**src/rtl/serial_add_ctrl.sv**
```systemverilog
// serial_add_ctrl: nibble-serial adder, one 4-bit slice per clock, LSB first,
// with a valid/ready handshake on both the operand and result sides.
`default_nettype none

module serial_add_ctrl #(
  parameter int NIBBLES = 4
) (
  input  logic                 clk,
  input  logic                 rst,
  input  logic                 in_valid,
  output logic                 in_ready,
  input  logic [4*NIBBLES-1:0] a,
  input  logic [4*NIBBLES-1:0] b,
  input  logic                 cin,
  output logic                 out_valid,
  input  logic                 out_ready,
  output logic [4*NIBBLES-1:0] sum,
  output logic                 cout,
  output logic                 busy
);

  localparam int W  = 4 * NIBBLES;
  localparam int IW = $clog2(NIBBLES + 1);
  localparam logic [IW-1:0] LAST_IDX = IW'(NIBBLES - 1);

  typedef enum logic [1:0] {
    IDLE = 2'd0,
    ADD  = 2'd1,
    DONE = 2'd2
  } state_t;

  state_t          state_q, state_d;
  logic [W-1:0]    a_q, a_d;
  logic [W-1:0]    b_q, b_d;
  logic [W-1:0]    sum_q, sum_d;
  logic            carry_q, carry_d;
  logic            cout_q, cout_d;
  logic [IW-1:0]   idx_q, idx_d;
  logic [4:0]      slice_w;
  logic [3:0]      a_nib_w;
  logic [3:0]      b_nib_w;

  // The only add hardware: one 4-bit slice fed from the latched operands and carry register.
  assign a_nib_w = a_q[{idx_q, 2'b00} +: 4];
  assign b_nib_w = b_q[{idx_q, 2'b00} +: 4];
  assign slice_w = {1'b0, a_nib_w} + {1'b0, b_nib_w} + {4'b0000, carry_q};

  assign in_ready  = (state_q == IDLE) && !rst;
  assign out_valid = (state_q == DONE);
  assign busy      = (state_q == ADD) || (state_q == DONE);
  assign sum       = sum_q;
  assign cout      = cout_q;

  always_ff @(posedge clk or posedge rst) begin
    if (rst) begin
      state_q <= IDLE;
      a_q     <= '0;
      b_q     <= '0;
      sum_q   <= '0;
      carry_q <= 1'b0;
      cout_q  <= 1'b0;
      idx_q   <= '0;
    end else begin
      state_q <= state_d;
      a_q     <= a_d;
      b_q     <= b_d;
      sum_q   <= sum_d;
      carry_q <= carry_d;
      cout_q  <= cout_d;
      idx_q   <= idx_d;
    end
  end

  always_comb begin
    state_d = state_q;
    a_d     = a_q;
    b_d     = b_q;
    sum_d   = sum_q;
    carry_d = carry_q;
    cout_d  = cout_q;
    idx_d   = idx_q;
    case (state_q)
      IDLE: begin
        if (in_valid && in_ready) begin
          a_d     = a;
          b_d     = b;
          carry_d = cin;
          idx_d   = '0;
          state_d = ADD;
        end
      end
      ADD: begin
        sum_d[{idx_q, 2'b00} +: 4] = slice_w[3:0];
        carry_d = slice_w[4];
        idx_d   = idx_q + IW'(1);
        if (idx_q == LAST_IDX) begin
          cout_d  = slice_w[4];
          state_d = DONE;
        end
      end
      DONE: begin
        // Result holds until the consumer takes it; a new accept waits for IDLE.
        if (out_ready) begin
          state_d = IDLE;
        end
      end
      default: state_d = IDLE;
    endcase
  end

endmodule

`default_nettype wire
```
**config.mk**
```make
export PLATFORM = sky130hd
export DESIGN_NAME = serial_add_ctrl
export DESIGN_NICKNAME = d
export VERILOG_FILES = /design/src/rtl/serial_add_ctrl.sv
export SDC_FILE = /design/constraint.sdc
export NUM_CORES = 1
export LEC_CHECK = 0
export CAP_MARGIN = 20
export CORE_MARGIN = 4
export CORE_UTILIZATION = 40
export CTS_CLUSTER_DIAMETER = 30
export DETAILED_ROUTE_END_ITERATION = 7
export GPL_ROUTABILITY_DRIVEN = 0
export SLEW_MARGIN = 5
export SYNTH_ARGS = -nofsm -noshare
export SYNTH_HDL_FRONTEND = slang
export SYNTH_SLANG_ARGS = --single-unit
```
**constraint.sdc**
```tcl
create_clock -name clk -period 6.3 [get_ports clk]
set_clock_uncertainty 0.15 [all_clocks]
set_input_delay 1.26 -clock clk [delete_from_list [all_inputs] [get_ports clk]]
set_output_delay 1.26 -clock clk [all_outputs]
set_load 0.02 [all_outputs]
```
==> results of run 1 <==
==> cells in the mapped netlist, drive strengths merged <==
library cell | instances | area share [%]
mux4 | 8 | 7.5
nand2 | 16 | 2.2
a22o | 5 | 1.6
fa | 2 | 1.5
clkbuf | 1 | 0.14
mux2 | 36 | 15
nand3b | 1 | 0.27
dfrtp | 55 | 50
ha | 14 | 6.4
o31ai | 3 | 0.82
xnor2 | 2 | 0.64
and2 | 8 | 1.8
o21ai | 9 | 1.6
a31oi | 1 | 0.23
a32o | 1 | 0.37
nor4b | 1 | 0.87
nand3 | 7 | 1.5
a21oi | 6 | 1.1
a21o | 2 | 0.55
a21boi | 1 | 0.27
nor2b | 2 | 0.46
or2b | 1 | 0.27
buf | 7 | 1.9
nor2 | 6 | 0.82
inv | 8 | 1.1
o311a | 1 | 0.37
o211ai | 2 | 0.55
nand2b | 1 | 0.23
==> per-stage QoR <==
stage,worst slack (ns),std cells,total power (uW),util (%)
CTS,2.43,342,1820,53.2
global placement,2.45,334,1600,51.7
detailed placement,2.44,334,1620,51.7
global route,2.37,342,1950,53.2
floorplan,3.35,207,1320,-
finish,2.44,342,1790,53.2
==> metal layers <==
metal	track usage (%)	vias to the layer above	share of wire (%)
met4	4.15	0	1.2
met3	3.42	7	4.9
met1	16.8	849	46
li1	-	854	-
met2	21.7	38	48
met5	0	-	0
==> worst max path at each step <==
stage,from,to,slack (ns),cells past startpoint
floorplan,rst,in_ready,3.35,1
global placement,rst,in_ready,2.45,3
detailed placement,rst,in_ready,2.44,3
CTS,rst,in_ready,2.43,3
global route,rst,in_ready,2.37,3
finish,rst,in_ready,2.44,3
==> critical path, delay by kind of cell <==
family                 cells  cell delay, ns
buffers and inverters      2            1.07
and+or+nand+nor            1            0.11
==> cells by family after synthesis <==
family / share of synthesized area [%]
flops: 50.2
fa+ha+maj: 7.85
xor+xnor: 0.639
simple gates: 8.40
buf+inv: 3.10
mux: 22.3
compound gates: 7.48
==> registers in the layout (all words and copies together), names as in the netlist <==
register  count
a_q          16
b_q          16
sum          16
idx_q         3
state_q       2
carry_q       1
cout          1
==> cell type report <==
class                      count  area share (%)
tap                           77            2.79
multi-input combinational    136            37.1
clock buffer                   7            2.50
inverter                       8           0.870
sequential                    55            39.9
timing repair buffer          58            16.7
clock inverter                 1           0.254
==> where the power goes <==
part / total, uW / leakage (uW) / internal [uW] / switching (uW)
clock: 203 / 0.0000484 / 90.3 / 112
sequential: 627 / 0.000680 / 512 / 115
combinational: 964 / 0.000767 / 487 / 477
==> summary.md, run 1 <==
| Metric | Value |
|---|---|
| Port Buf Inserts | 56 |
| Highest-delay cell along the critical path | clkdlybuf4s50_1 |
| Initial antenna violation count | 0 |
| Worst vdd rail ir drop | between 300 and 400 uV |
| Multi-input gate area | between 1000 and 1500 um2 |
| Worst Reg2Reg Path Length in Cells | 8 |
| CTS tree | done |
| Initial Utilization | 42.2% |
| Post-route ant nets | 0 |
| DP HPWL | 3660 um |
| Max-cap violations | 0 |
| Power Density | 520 nW/um2 |
| Commonest non-fill, non-tap cell in the layout | clkdlybuf4s50_1 |
| Tightest Pin Transition | 0.800 ns |
| Max FO, Critical Path | 5 |
| Crit Path Category | input pin to primary output |
| Post-cts gate resize count | 0 |
| Critical path cell sequence | clkdlybuf4s50_1 -> nor2_1 -> clkdlybuf4s50_1 |
| Die width | 90.8 um |
| First-pass GRT wire length | 8740 um |
| Depth of the CTS H-tree | 2 |
| Leak | about 0.0015 uW |
| Count of final setup violators | 0 |
| Most frequent cells in the layout | clkdlybuf4s50_1 (56), dfrtp_1 (55), mux2_2 (33) |
| Hold endpoint | sum[10]$_DFFE_PP0P_ |
| RSZ-0062 raised after global routing | no |
| Yosys reg bits | 55 |
| Syn Area/Cell | 13.2 um2 |
| Worst hold path startpoint | sum[10]$_DFFE_PP0P_ |
| Fillers | 568 |
| Slew headroom | between 40% and 50% |
| Area grow syn2layout | 26.0% |
| Avg WL per Cell | 14.7 um |
| Final nets | 317 |
| Root buffer cell | clkbuf_8 |
| Crit. End Element | primary output |
| Max-slew violation count | 0 |
| Post-synthesis cell type count | 33 |
| Hold Crit Class | register to register |
| Post-synthesis sequential area ratio | 50.2% |
| Worst stage delay on the critical path | about 0.6 ns |
| Hold Buf Count CTS | 0 |
| Placement Cell Area | about 3400 um2 |
| Clk_lat worst skew | 0.30 ns |
| Sink Count | 55 |
| Layout cells sized above 1 | between 10% and 20% |
| Row cnt | 29 |
| Total grt overflow | 0 |
| Crit path top cell by count | clkdlybuf4s50_1 |
| Via count | between 1.5k and 2k |
| Hold-critical path depth | 2 |
| Syn. warnings | 0 |
| Worst EP arrival | 2.45 ns |
| CP Launch Type | input pin |
| Status | finished, final reports clean |
| Total CTS buffers | 5 |
| Worst-path clk slew | 0.10 ns |
| DR vias/cell | around 5.1 |
| Post-Route WL | 5030 um |
| Antenna Cells | 0 |
| Post-synthesis cell area | 2740 um2 |
| DRC viols | 0 |
| Net count after synthesis | 260 |
| Pin count of the biggest net entering global routing | 56 |
| Deepest clock path buffer count | 2 |
| Ports | 57 |
| Final min period | about 3.9 ns |
| Mapped Cells | 207 |
| FF+latch area | 1380 um2 |
| Die Ht | 90.8 um |
| Worst R2R Setup Slack | 2.80 ns |
| CP required | 4.89 ns |
| Final-report hold violation count | 0 |
| Design area | 3450 um2 |
| Setup Fix Bufs, Post-CTS | 0 |
| Vias in the first global route | 1825 |
| Worst reg2reg path startpoint | idx_q[0]$_DFFE_PP0P_ |
| Core region area | 6490 um2 |
| Die area | 8240 um2 |
| Setup tns final | 0 ns |
| Final cycle utilization of the critical path | around three fifths |
| Tot GR Track Use | 13.1% |
| Achievable clock frequency | between 200 and 300 MHz |
| Hold_ws | roughly 0.33 ns |
| Initial detailed-routing violation count | between 40 and 50 |
| DR pass1 iterations | 4 |
| R2R Path End | carry_q$_DFFE_PP0P_ |
(Power assumes the default switching activity.)
==> run 2: changes to the inputs <==
--- a/config.mk
+++ b/config.mk
@@ -11,6 +11,7 @@
 export CTS_CLUSTER_DIAMETER = 30
 export DETAILED_ROUTE_END_ITERATION = 7
 export GPL_ROUTABILITY_DRIVEN = 0
+export PLACE_DENSITY = 0.67
 export SLEW_MARGIN = 5
 export SYNTH_ARGS = -nofsm -noshare
 export SYNTH_HDL_FRONTEND = slang
==> constraint.sdc (replaced) <==
create_clock -name clk -period 3.4 [get_ports clk]
set_clock_uncertainty 0.15 [all_clocks]
set_input_delay 0.68 -clock clk [delete_from_list [all_inputs] [get_ports clk]]
set_output_delay 0.68 -clock clk [all_outputs]
set_load 0.02 [all_outputs]
==> summary.md, run 2 (same netlist as run 1, synthesis figures left out) <==
| Metric | Value |
|---|---|
| Met2 GRT Util | 23.6% |
| DRC viols | 0 |
| Worst EP arrival | 2.94 ns |
| RSZ-0062 raised after global routing | no |
| Leak | 0.00150 uW |
| DR vias/cell | 5.10 |
| Crit. End Element | register |
| Final nets | between 300 and 400 |
| Port Buf Inserts | 56 |
| Crit Path Category | register to register |
| Initial Utilization | 42.2% |
| Internal power | 2020 uW |
| Worst-path clk slew | about 0.1 ns |
| Achievable clock frequency | 345 MHz |
| Antenna Cells | 0 |
| GR peak layer | met2 |
| Root buffer cell | clkbuf_8 |
| Setup tns final | 0 ns |
| Commonest non-fill, non-tap cell in the layout | clkdlybuf4s50_1 |
| DP HPWL | between 3000 and 4000 um |
| Final Util | 53.2% |
| Die area | 8240 um2 |
| Setup Fix Bufs, Post-CTS | 0 |
| Critical path cell sequence | mux4_1 -> and2_1 -> fa_1 -> fa_1 -> a21o_1 -> a21oi_1 -> o211ai_1 -> o311a_1 |
| Max FO, Critical Path | 2 |
| Clk_lat worst skew | 0.31 ns |
| Row cnt | 29 |
| Sw frac | roughly two fifths |
| Crit path top cell by count | fa_1 |
| Max-cap violations | 0 |
| Final-report hold violation count | 0 |
| FF+latch area | 1380 um2 |
| DR pass1 iterations | 4 |
| Max-slew violation count | 0 |
| Initial antenna violation count | 0 |
| Vias in the first global route | 1901 |
| Die Ht | between 90 and 100 um |
| Met3 usage | under 10% |
| Post-cts gate resize count | 0 |
| Highest-delay cell along the critical path | mux4_1 |
| Net switching power | 1320 uW |
| Post-Route WL | 5190 um |
| Via count | 1756 |
| Total grt overflow | 0 |
| Clock share of power | between 10% and 20% |
| Share of power burned in registers | 33.3% |
| Core region area | approximately 6500 um2 |
| Tot GR Track Use | a little over an eighth |
| Met1 Resource Use GR | 15.8% |
| Deepest clock path buffer count | 2 |
| Worst stage delay on the critical path | 0.55 ns |
| Power Density | 964 nW/um2 |
| Worst vdd rail ir drop | 478 uV |
| Die width | 90.8 um |
| Final cycle utilization of the critical path | 85.3% |
| Layout cells sized above 1 | 18.0% |
| Fillers | 547 |
| Depth of the CTS H-tree | 2 |
| Status | finished, final reports clean |
| First-pass GRT wire length | 8850 um |
| Comb pwr share | 56.2% |
| Post-route ant nets | 0 |
| Avg WL per Cell | between 15 and 20 um |
| Ports | 57 |
| Hold Buf Count CTS | 0 |
| CTS tree | done |
| Hold Crit Class | register to register |
| Sink Count | 55 |
| Most frequent cells in the layout | clkdlybuf4s50_1 (56), dfrtp_1 (55), mux2_2 (33) |
| Area grow syn2layout | 26.2% |
| Final min period | between 2 and 3 ns |
| Count of final setup violators | 0 |
| Tightest Pin Transition | between 0.6 and 0.7 ns |
| Pin count of the biggest net entering global routing | 56 |
| Multi-input gate area | 1280 um2 |
| Initial detailed-routing violation count | 47 |
| Total CTS buffers | 5 |
| CP required | 3.44 ns |
| CP Launch Type | register |
| Slew headroom | 53.9% |
## run 2: worst max-delay path: cells and delay by family, from the launching register on
family / cells / cell delay (ns)
adder cells (fa/ha/maj): 2 / 0.86
AO/OA/AOI/OAI: 4 / 0.68
multiplexers: 1 / 0.55
flip-flops: 1 / 0.36
AND/OR/NAND/NOR: 1 / 0.19
## run 2: routing by layer
layer,vias to the layer above,wire [um]
li1,866,-
met1,842,2320
met2,41,2520
met3,7,280
met4,0,61
met5,-,0
## run 2: power groups by stage
stage	Sequential, uW	Clock (uW)	Combinational, uW
3_3_place_gp	1120	0	1840
4_1_cts	1120	358	1900
3_5_place_dp	1130	0	1890
2_1_floorplan	1160	0	1280
5_1_grt	1150	383	2060
6_report	1110	350	1880
## run 2: stage by stage
stage	total power, uW	area, um2	setup WS [ns]	hold WS (ns)	instances
finish	3340	3460	0.500	0.340	344
floorplan	2440	2740	0.500	0.320	207
detailed placement	3020	3370	0.513	0.324	336
global placement	2960	3370	0.592	0.315	336
CTS	3370	3460	0.487	0.346	344
global route	3600	3460	0.401	0.374	344
## run 2: path summary, 6_finish.rpt
kind | endpoint | start | cells past startpoint | slack (ns)
hold / removal | sum[2]$_DFFE_PP0P_ | sum[2]$_DFFE_PP0P_ | 2 | 0.34
min in group asynchronous | idx_q[1]$_DFFE_PP0P_ | rst | 3 | 0.82
max in group asynchronous | b_q[12]$_DFFE_PP0P_ | rst | 3 | 1.83
setup / recovery | carry_q$_DFFE_PP0P_ | idx_q[0]$_DFFE_PP0P_ | 8 | 0.50
setup reg to reg | carry_q$_DFFE_PP0P_ | idx_q[0]$_DFFE_PP0P_ | 8 | 0.50
hold reg to reg | sum[2]$_DFFE_PP0P_ | sum[2]$_DFFE_PP0P_ | 2 | 0.34
## run 2: final cells by class
class | count | share of cell area (%)
Sequential cell | 55 | 39.8
Clock inverter | 2 | 0.362
Inverter | 8 | 0.868
Multi-Input combinational cell | 136 | 37.0
Clock buffer | 6 | 2.10
Timing Repair Buffer | 60 | 17.1
Tap cell | 77 | 2.79
==> edit: new RTL, config.mk and constraints of run 1 <==
`NIBBLES`: 4 -> 8.
--- a/src/rtl/serial_add_ctrl.sv
+++ b/src/rtl/serial_add_ctrl.sv
@@ -4,5 +4,5 @@
 
 module serial_add_ctrl #(
-  parameter int NIBBLES = 4
+  parameter int NIBBLES = 8
 ) (
   input  logic                 clk,
Ports: changed (resized a, b and sum); port bits go from 57 to 105. No check against the original RTL was run, so the function may have changed too.
==> edit against run 1 <==
  * Total power up 90%
  * Global-route usage up 2.5 points
  * Sequential cell count up 49
  * Routed wire length up 110%
  * Area after synthesis up 84%
  * Critical endpoint unchanged
  * Worst setup slack worse by 0.054 ns
  * Synthesized cell count up 82%
  * Design area up 89%
  * Highest routed layer unchanged
  * Die area up 75%
  * Count of clock-buffer cells in the layout up 4
==> edit: results (changes against run 1) <==
metric	value	unit	change
total wire length	10.7	mm	+110%
Compound-Gate Fraction of Synth Area	0.0589		-0.0160
vias in the first global route	3513		+92%
ranking of synthesized cells by area	dfrtp_1 (52%), mux2_2 (14%), mux4_2 (7.2%)		
layout cells sized above 1	0.239		+0.0655
Avg WL per Cell	16.5	um	+12%
Seq/Total Area, Yosys	0.517		+0.0146
min-delay src	sum[8]		
Inverters	15		+7
P_leak	2.82	nW	+89%
sequential cell area share	0.398		about the same
fraction of cell area in non-clock buffers	0.164		-0.00278
setup slack, reg-to-reg	2.83	ns	+0.03 ns
Routed met1 length	5.01	mm	+120%
final hold slack	0.332	ns	-0.00129 ns
DRT iter0 DRCs	134		+230%
ClkCell Share	0.0469		+0.0194
Layout Nets	559		+76%
Reg-to-Reg Start	idx_q[1]		
met3 WL	483	um	+97%
fill count	1057		+86%
met2 wire len	5.09	mm	+110%
clkbuf count	11		+4
placed cells	633		+90%
layout overhead on the synthesized area	29.7	%	
global-route wire length before repair	17.9	mm	+100%
adder-cell share of the synthesized area	0.0378		-0.0407
gr usage total	0.156		+0.0252
Reg2Reg Depth	11		+3
CTS H-tree lvls	3		+1
final instance area	6540	um2	+89%
Worst-Skew Late Latency	0.34	ns	+0.04 ns
Peak VDD IR	277	uV	-13%
hold path cells	1		-1
footprint of the multi-input gates	2290	um2	+79%
root buffer cell	clkbuf_16		
Min-Delay Endpoint	sum[8]		
Worst slew margin	0.325		-0.141
met1 Usage GRT	0.216		+0.0481
GR Util met3	0.0318		-0.00236
nonclk buf count	108		+86%
Mapped Nets	459		+77%
synth cell count leaders	dfrtp_1 (104), mux2_2 (64), nand2_1 (31)		
# port buffers	104		+86%
multi-input gates	238		+75%
multiplexer share of the synthesized area	0.275		+0.0515
DP HPWL	7.92	mm	+120%
met2 Usage GRT	0.250		+0.0323
status	finished clean		
synth unique cells	40		+21%
critical path fanouts, max	4		-1
-- edit: cell types whose count changed after synthesis, moves of 7 or more --
cell / change
dfrtp_1: +49
and2_1: -8
mux4_2: +15
mux2_2: +31
buf_2: +8
nor2_1: +9
nand2_1: +15
mux4_1: -7
mux2_1: +23
-- edit: worst max-delay path, cell delays in order --
cell             delay, ns
clkdlybuf4s50_1       0.49
nor2_1                0.14
clkdlybuf4s50_1       0.62
-- edit: how the worst max path moves through the flow --
stage	cells after the start	slack, ns	end
6_report	3	2.38	in_ready
4_1_cts	3	2.37	in_ready
2_1_floorplan	1	2.16	a_q[0]
5_1_grt	3	2.35	in_ready
3_3_place_gp	3	2.41	in_ready
3_5_place_dp	3	2.37	in_ready
-- edit: report_power, final --
part | switching, mW | internal (mW)
Combinational | 0.874 | 0.812
Clock | 0.248 | 0.323
Sequential | 0.190 | 0.968
Total | 1.31 | 2.10
